==> config.mk <==
export PLATFORM = sky130hd
export DESIGN_NAME = pipeline_hazard_ctrl_flat
export DESIGN_NICKNAME = d
export VERILOG_FILES = /design/src/rtl/pipeline_hazard_ctrl_if.sv /design/src/rtl/pipeline_hazard_ctrl.sv /design/src/flat_wrapper.sv
export SDC_FILE = /design/constraint.sdc
export NUM_CORES = 1
export LEC_CHECK = 0
export ABC_AREA = 1
export BUFFER_PORTS_ARGS = -buffer_cell sky130_fd_sc_hd__buf_2
export CORE_UTILIZATION = 25
export DETAILED_ROUTE_END_ITERATION = 7
export PLACE_DENSITY_LB_ADDON = 0.3
export SLEW_MARGIN = 20
export SYNTH_ARGS = -nofsm -noshare
export SYNTH_HDL_FRONTEND = slang
export SYNTH_SLANG_ARGS = --single-unit
export TNS_END_PERCENT = 5
==> constraint.sdc <==
create_clock -name clk -period 0.8 [get_ports clk]
set_input_delay 0.08 -clock clk [delete_from_list [all_inputs] [get_ports clk]]
set_output_delay 0.08 -clock clk [all_outputs]
set_load 0.02 [all_outputs]
==> src/rtl/pipeline_hazard_ctrl_if.sv <==
// Signal bundle between the 5-stage MIPS datapath and its hazard/forwarding controller.
// The datapath side uses the master modport; the controller uses the slave modport.
interface pipeline_hazard_ctrl_if #(
  parameter int REG_AW = 5,
  parameter int CNT_W  = 16
);
  // No valid/ready pairs: every field is level-valid in every cycle. The datapath presents
  // its pipeline-register fields and the controller answers combinationally in the same cycle.
  logic [REG_AW-1:0] id_rs;
  logic [REG_AW-1:0] id_rt;
  logic              id_uses_rt;
  logic [REG_AW-1:0] ex_rs;
  logic [REG_AW-1:0] ex_rt;
  logic              ex_memread;
  logic [REG_AW-1:0] ex_wreg;
  logic              mem_regwrite;
  logic [REG_AW-1:0] mem_wreg;
  logic              mem_memread;
  logic              mem_memwrite;
  logic              mem_pcsrc;
  logic              wb_regwrite;
  logic [REG_AW-1:0] wb_wreg;

  logic [1:0]        fwd_a;
  logic [1:0]        fwd_b;
  logic              stall_pc;
  logic              stall_if_id;
  logic              bubble_id_ex;
  logic              freeze;
  logic              flush_if_id;
  logic              flush_id_ex;
  logic              flush_ex_mem;
  logic [CNT_W-1:0]  stall_cycles;
  logic [CNT_W-1:0]  flush_events;
  logic [1:0]        dbg_state;

  modport master (
    output id_rs, id_rt, id_uses_rt, ex_rs, ex_rt, ex_memread, ex_wreg,
           mem_regwrite, mem_wreg, mem_memread, mem_memwrite, mem_pcsrc,
           wb_regwrite, wb_wreg,
    input  fwd_a, fwd_b, stall_pc, stall_if_id, bubble_id_ex, freeze,
           flush_if_id, flush_id_ex, flush_ex_mem, stall_cycles, flush_events,
           dbg_state
  );

  modport slave (
    input  id_rs, id_rt, id_uses_rt, ex_rs, ex_rt, ex_memread, ex_wreg,
           mem_regwrite, mem_wreg, mem_memread, mem_memwrite, mem_pcsrc,
           wb_regwrite, wb_wreg,
    output fwd_a, fwd_b, stall_pc, stall_if_id, bubble_id_ex, freeze,
           flush_if_id, flush_id_ex, flush_ex_mem, stall_cycles, flush_events,
           dbg_state
  );
endinterface

==> src/rtl/pipeline_hazard_ctrl.sv <==
// Forwarding, load-use stall, branch flush and multi-cycle data-memory freeze control.
// Optional saturating performance counters are built when HAZARD_PERF_EN is defined.
module pipeline_hazard_ctrl #(
  parameter int REG_AW  = 5,
  parameter int MEM_LAT = 1,
  parameter int CNT_W   = 16
) (
  input  logic                   clk,
  input  logic                   reset,
  pipeline_hazard_ctrl_if.slave  hz
);

  localparam int                CW       = $clog2(MEM_LAT + 1);
  localparam logic [CW-1:0]     CNT_LOAD = CW'((MEM_LAT > 1) ? (MEM_LAT - 2) : 0);
  localparam logic [CW-1:0]     CNT_ONE  = CW'(1);
  localparam logic [REG_AW-1:0] REG_ZERO = '0;

  typedef enum logic [1:0] {
    RUN      = 2'd0,
    MEM_WAIT = 2'd1,
    MEM_DONE = 2'd2
  } state_t;

  state_t          state_q, state_d;
  logic [CW-1:0]   cnt_q, cnt_d;
  logic            trig;
  logic            freeze_int;
  logic            branch;
  logic            lu;

  function automatic logic [1:0] fwd_sel(
    input logic [REG_AW-1:0] src,
    input logic              m_rw,
    input logic [REG_AW-1:0] m_wreg,
    input logic              w_rw,
    input logic [REG_AW-1:0] w_wreg
  );
    logic [1:0] sel;
    sel = 2'b00;
    if (m_rw && (m_wreg != REG_ZERO) && (m_wreg == src)) begin
      sel = 2'b10;
    end else if (w_rw && (w_wreg != REG_ZERO) && (w_wreg == src)) begin
      sel = 2'b01;
    end
    return sel;
  endfunction

  // The access sitting in MEM starts the wait only from RUN, so the MEM_DONE cycle
  // lets the served access leave MEM before the next one can trigger.
  always_comb begin
    trig    = (state_q == RUN) && (hz.mem_memread || hz.mem_memwrite) && (MEM_LAT > 1);
    state_d = state_q;
    cnt_d   = cnt_q;
    unique case (state_q)
      RUN: begin
        if (trig) begin
          cnt_d   = CNT_LOAD;
          state_d = (MEM_LAT == 2) ? MEM_DONE : MEM_WAIT;
        end
      end
      MEM_WAIT: begin
        cnt_d = cnt_q - CNT_ONE;
        if (cnt_q == CNT_ONE) begin
          state_d = MEM_DONE;
        end
      end
      MEM_DONE: begin
        state_d = RUN;
      end
      default: begin
        state_d = RUN;
        cnt_d   = '0;
      end
    endcase
  end

  always_ff @(posedge clk) begin
    if (reset) begin
      state_q <= RUN;
      cnt_q   <= '0;
    end else begin
      state_q <= state_d;
      cnt_q   <= cnt_d;
    end
  end

  always_comb begin
    freeze_int = trig || (state_q == MEM_WAIT);
    lu         = hz.ex_memread && (hz.ex_wreg != REG_ZERO) &&
                 ((hz.ex_wreg == hz.id_rs) || (hz.id_uses_rt && (hz.ex_wreg == hz.id_rt)));
    branch     = hz.mem_pcsrc && !freeze_int;

    hz.fwd_a        = 2'b00;
    hz.fwd_b        = 2'b00;
    hz.stall_pc     = 1'b0;
    hz.stall_if_id  = 1'b0;
    hz.bubble_id_ex = 1'b0;
    hz.freeze       = 1'b0;
    hz.flush_if_id  = 1'b0;
    hz.flush_id_ex  = 1'b0;
    hz.flush_ex_mem = 1'b0;
    hz.dbg_state    = 2'b00;

    if (!reset) begin
      hz.fwd_a        = fwd_sel(hz.ex_rs, hz.mem_regwrite, hz.mem_wreg, hz.wb_regwrite, hz.wb_wreg);
      hz.fwd_b        = fwd_sel(hz.ex_rt, hz.mem_regwrite, hz.mem_wreg, hz.wb_regwrite, hz.wb_wreg);
      hz.freeze       = freeze_int;
      // Freeze holds the front end itself; a taken branch discards the stalled instruction.
      hz.stall_pc     = freeze_int || (lu && !branch);
      hz.stall_if_id  = freeze_int || (lu && !branch);
      hz.bubble_id_ex = !freeze_int && !branch && lu;
      hz.flush_if_id  = branch;
      hz.flush_id_ex  = branch;
      hz.flush_ex_mem = branch;
      hz.dbg_state    = state_q;
    end
  end

`ifdef HAZARD_PERF_EN
  localparam logic [CNT_W-1:0] CNT_MAX  = '1;
  localparam logic [CNT_W-1:0] CNT_STEP = CNT_W'(1);

  logic [CNT_W-1:0] stall_cycles_q, stall_cycles_d;
  logic [CNT_W-1:0] flush_events_q, flush_events_d;

  always_comb begin
    stall_cycles_d = stall_cycles_q;
    flush_events_d = flush_events_q;
    if (hz.stall_pc && (stall_cycles_q != CNT_MAX)) begin
      stall_cycles_d = stall_cycles_q + CNT_STEP;
    end
    if (hz.flush_if_id && (flush_events_q != CNT_MAX)) begin
      flush_events_d = flush_events_q + CNT_STEP;
    end
  end

  always_ff @(posedge clk) begin
    if (reset) begin
      stall_cycles_q <= '0;
      flush_events_q <= '0;
    end else begin
      stall_cycles_q <= stall_cycles_d;
      flush_events_q <= flush_events_d;
    end
  end

  assign hz.stall_cycles = reset ? {CNT_W{1'b0}} : stall_cycles_q;
  assign hz.flush_events = reset ? {CNT_W{1'b0}} : flush_events_q;
`else
  assign hz.stall_cycles = {CNT_W{1'b0}};
  assign hz.flush_events = {CNT_W{1'b0}};
`endif

endmodule

==> src/flat_wrapper.sv <==
// flat-port wrapper written by rule: the top's interface ports become plain ports
module pipeline_hazard_ctrl_flat 
#(
  parameter int REG_AW  = 5,
  parameter int MEM_LAT = 1,
  parameter int CNT_W   = 16
)
  (clk, reset, hz_id_rs, hz_id_rt, hz_id_uses_rt, hz_ex_rs, hz_ex_rt, hz_ex_memread, hz_ex_wreg, hz_mem_regwrite, hz_mem_wreg, hz_mem_memread, hz_mem_memwrite, hz_mem_pcsrc, hz_wb_regwrite, hz_wb_wreg, hz_fwd_a, hz_fwd_b, hz_stall_pc, hz_stall_if_id, hz_bubble_id_ex, hz_freeze, hz_flush_if_id, hz_flush_id_ex, hz_flush_ex_mem, hz_stall_cycles, hz_flush_events, hz_dbg_state);
  pipeline_hazard_ctrl_if #(.REG_AW(REG_AW), .CNT_W(CNT_W)) hz_i ();
  input  logic clk;
  input  logic reset;
  input wire logic [$bits(hz_i.id_rs)-1:0] hz_id_rs;
  input wire logic [$bits(hz_i.id_rt)-1:0] hz_id_rt;
  input wire logic [$bits(hz_i.id_uses_rt)-1:0] hz_id_uses_rt;
  input wire logic [$bits(hz_i.ex_rs)-1:0] hz_ex_rs;
  input wire logic [$bits(hz_i.ex_rt)-1:0] hz_ex_rt;
  input wire logic [$bits(hz_i.ex_memread)-1:0] hz_ex_memread;
  input wire logic [$bits(hz_i.ex_wreg)-1:0] hz_ex_wreg;
  input wire logic [$bits(hz_i.mem_regwrite)-1:0] hz_mem_regwrite;
  input wire logic [$bits(hz_i.mem_wreg)-1:0] hz_mem_wreg;
  input wire logic [$bits(hz_i.mem_memread)-1:0] hz_mem_memread;
  input wire logic [$bits(hz_i.mem_memwrite)-1:0] hz_mem_memwrite;
  input wire logic [$bits(hz_i.mem_pcsrc)-1:0] hz_mem_pcsrc;
  input wire logic [$bits(hz_i.wb_regwrite)-1:0] hz_wb_regwrite;
  input wire logic [$bits(hz_i.wb_wreg)-1:0] hz_wb_wreg;
  output wire logic [$bits(hz_i.fwd_a)-1:0] hz_fwd_a;
  output wire logic [$bits(hz_i.fwd_b)-1:0] hz_fwd_b;
  output wire logic [$bits(hz_i.stall_pc)-1:0] hz_stall_pc;
  output wire logic [$bits(hz_i.stall_if_id)-1:0] hz_stall_if_id;
  output wire logic [$bits(hz_i.bubble_id_ex)-1:0] hz_bubble_id_ex;
  output wire logic [$bits(hz_i.freeze)-1:0] hz_freeze;
  output wire logic [$bits(hz_i.flush_if_id)-1:0] hz_flush_if_id;
  output wire logic [$bits(hz_i.flush_id_ex)-1:0] hz_flush_id_ex;
  output wire logic [$bits(hz_i.flush_ex_mem)-1:0] hz_flush_ex_mem;
  output wire logic [$bits(hz_i.stall_cycles)-1:0] hz_stall_cycles;
  output wire logic [$bits(hz_i.flush_events)-1:0] hz_flush_events;
  output wire logic [$bits(hz_i.dbg_state)-1:0] hz_dbg_state;
  assign hz_i.id_rs = hz_id_rs;
  assign hz_i.id_rt = hz_id_rt;
  assign hz_i.id_uses_rt = hz_id_uses_rt;
  assign hz_i.ex_rs = hz_ex_rs;
  assign hz_i.ex_rt = hz_ex_rt;
  assign hz_i.ex_memread = hz_ex_memread;
  assign hz_i.ex_wreg = hz_ex_wreg;
  assign hz_i.mem_regwrite = hz_mem_regwrite;
  assign hz_i.mem_wreg = hz_mem_wreg;
  assign hz_i.mem_memread = hz_mem_memread;
  assign hz_i.mem_memwrite = hz_mem_memwrite;
  assign hz_i.mem_pcsrc = hz_mem_pcsrc;
  assign hz_i.wb_regwrite = hz_wb_regwrite;
  assign hz_i.wb_wreg = hz_wb_wreg;
  assign hz_fwd_a = hz_i.fwd_a;
  assign hz_fwd_b = hz_i.fwd_b;
  assign hz_stall_pc = hz_i.stall_pc;
  assign hz_stall_if_id = hz_i.stall_if_id;
  assign hz_bubble_id_ex = hz_i.bubble_id_ex;
  assign hz_freeze = hz_i.freeze;
  assign hz_flush_if_id = hz_i.flush_if_id;
  assign hz_flush_id_ex = hz_i.flush_id_ex;
  assign hz_flush_ex_mem = hz_i.flush_ex_mem;
  assign hz_stall_cycles = hz_i.stall_cycles;
  assign hz_flush_events = hz_i.flush_events;
  assign hz_dbg_state = hz_i.dbg_state;
  pipeline_hazard_ctrl #(.REG_AW(REG_AW), .MEM_LAT(MEM_LAT), .CNT_W(CNT_W)) u_core (.clk(clk), .reset(reset), .hz(hz_i));
endmodule
==> flow_metrics.tcl <==
set metrics [dict create \
    p_sw_mw 0.405 \
    ys_seq_area_share_pct 0 \
    cp-start-kind "primary input" \
    grt_pass1_vias 851 \
    num-clock-buffers 0 \
    vias 1057 \
    nets 287 \
    cp_max_fo 3 \
    clockPowerShare_pct 0 \
    area_growth_pct 42.0 \
    crit_path_end_kind "output port" \
    num-fill-cells 415 \
    grt_pass1_wl_mm 3.53 \
    dp_cells 287 \
    synth_cell_type_count 13 \
    slew_violations 0 \
    stdcell_count 287 \
    dr.pass1.iters 4 \
    fin_tns_setup_ps -996 \
    drv_cap 0 \
    syn-instance-count 190 \
    fin_crit_sh_pct 122 \
    final_antenna_net_count 0 \
    hp-class "primary input to output port" \
    synth_top_area_share_pct 31.7 \
    grt_antenna_before_repair 0 \
    finish.utilization_pct 38.1 \
    die-area_mm2 0.00394 \
    rows 21 \
    endpoint "hz_stall_if_id" \
    start_util_pct 26.8 \
    die_w_um 62.8 \
    pin_count 89 \
    diodes 0 \
    violations "setup timing" \
    drt-total-wl_mm 2.22 \
    crit_start "hz_id_rs[4]" \
    outcome "complete, but fails checks" \
    critPathArrivalTime_ps 900 \
    finalCriticalPeriod_ps 979 \
    combPwrFrac_pct 100.0 \
    placed_cell_area_mm2 0.00113 \
    internal_power_mw 0.264 \
    place_congestion 0.772 \
    seq_cells 0 \
    drive_above_1_share_pct 34.4 \
    ys.warnings.count 0 \
    drc 0 \
    swShare_pct 60.5 \
    p_per_area_mw_per_mm2 511 \
    crit_required_ps 720 \
    wire_per_inst_um 7.74 \
    final_hold_viol_count 0 \
    peakVddDrop_mv 0.138 \
    rsz0062_at_grt "yes" \
    synthTopCellsByArea "buf_4 32%, nand2_1 28%, inv_1 13%" \
    setup_viol 7 \
    path_class "primary input to output port" \
    register_area_um2 0 \
    ctsHoldBuffers 0 \
    first_iter_violations 23 \
    fmax_mhz 1020 \
    leakagePower_nw 0.837 \
    grt_max_degree 6 \
    setup_slack_ps -179 \
    syn_area_um2 923 \
    fin_area_mm2 0.00131 \
    track_usage_pct 10.6 \
    syn_area_per_cell_um2 4.86 \
    die_h_um 62.8 \
    vias_per_cell 3.68 \
    core_area_mm2 0.00344 \
    synth_largest_area_cell "buf_4" \
    p_seq_share_pct 0 \
    hpwl_mm 2.01 \
    numPortBuffers 51 \
    grt_overflow 0 \
]
==> area by class of cell <==
cell class | instances | area (um2) | area share (%)
Timing Repair Buffer | 56 | 438 | 33.4
Tap cell | 46 | 57.6 | 4.39
Inverter | 33 | 144 | 11.0
Multi-Input combinational cell | 152 | 672 | 51.2
==> metrics by stage <==
stage          hold slack [ps]  power, mW  setup WS, ps
2_1_floorplan              211      0.508         -94.4
3_3_place_gp               504      0.581          -261
3_5_place_dp               510      0.583          -286
4_1_cts                    514      0.631          -178
5_1_grt                    538      0.743          -277
6_report                   505      0.669          -179
==> per-layer routing <==
layer / global-route usage (%) / up-vias / wire length, um
li1: - / 591 / -
met3: 0.365 / 0 / 124
met4: 0 / 0 / 0
met2: 20.5 / 42 / 1140
met1: 13.6 / 424 / 955
met5: 0 / - / 0
==> cell families (layout without fill, tap and decap cells) <==
kind of cell | count (synthesis) | after routing | synth area share (%)
xor gates and xnor gates | 4 | 4 | 3.79
AOI/OAI and AO/OA | 4 | 4 | 2.44
other | 1 | 35 | 0.406
buffers and inverters | 72 | 89 | 45.1
and+or+nand+nor | 109 | 109 | 48.2
==> Yosys cell counts <==
cell / count
nand4_1: 2
nor2_1: 24
nor3_1: 1
a21oi_1: 3
nand2_1: 70
conb_1: 1
buf_4: 39
nand3_1: 9
nor3_2: 3
inv_2: 1
inv_1: 32
xnor2_1: 4
o211ai_1: 1
==> timing repair <==
item,CTS,global route
pin swaps,16,17
endpoints found under the setup margin,7,10
buffers inserted,0,0
gates resized for setup,34,26
hold endpoints to repair,0,0
cloned,0,0
==> worst min path at each step <==
stage / from / end / slack (ps) / cells past startpoint
after global placement: hz_mem_pcsrc / hz_flush_id_ex / 500 / 4
after CTS: hz_mem_pcsrc / hz_flush_if_id / 510 / 4
final: hz_mem_pcsrc / hz_flush_if_id / 500 / 4
after detailed placement: hz_mem_pcsrc / hz_flush_if_id / 510 / 4
after global routing: hz_mem_pcsrc / hz_flush_if_id / 540 / 4
after floorplan: reset / hz_fwd_a[1] / 210 / 1
==> power groups by stage <==
stage	clock, mW	combinational [mW]	sequential, mW
floorplan	0	0.508	0
global placement	0	0.581	0
detailed placement	0	0.583	0
CTS	0	0.631	0
global route	0	0.743	0
finish	0	0.669	0
==> cells in the final DEF, fill, tap and decap left out <==
cell type / instances
inv_12: 1
buf_4: 11
nor3_1: 1
nand4_1: 2
nor3_2: 3
o211ai_1: 1
a21oi_1: 1
inv_1: 20
nand2_2: 9
buf_12: 1
buf_8: 4
nand2_1: 61
nand3_1: 9
a21oi_4: 1
nor2_1: 24
buf_2: 28
xnor2_1: 4
a21oi_2: 1
buf_6: 12
conb_1: 35
inv_4: 3
inv_2: 9
==> critical path, stage by stage <==
cell and delay, ps:
buf_2 90, inv_1 30, nand2_1 40, nand2_1 50, nor2_1 100, nand3_1 120
a21oi_4 230, buf_6 140
No activity file was read; power rests on OpenSTA's default activity.
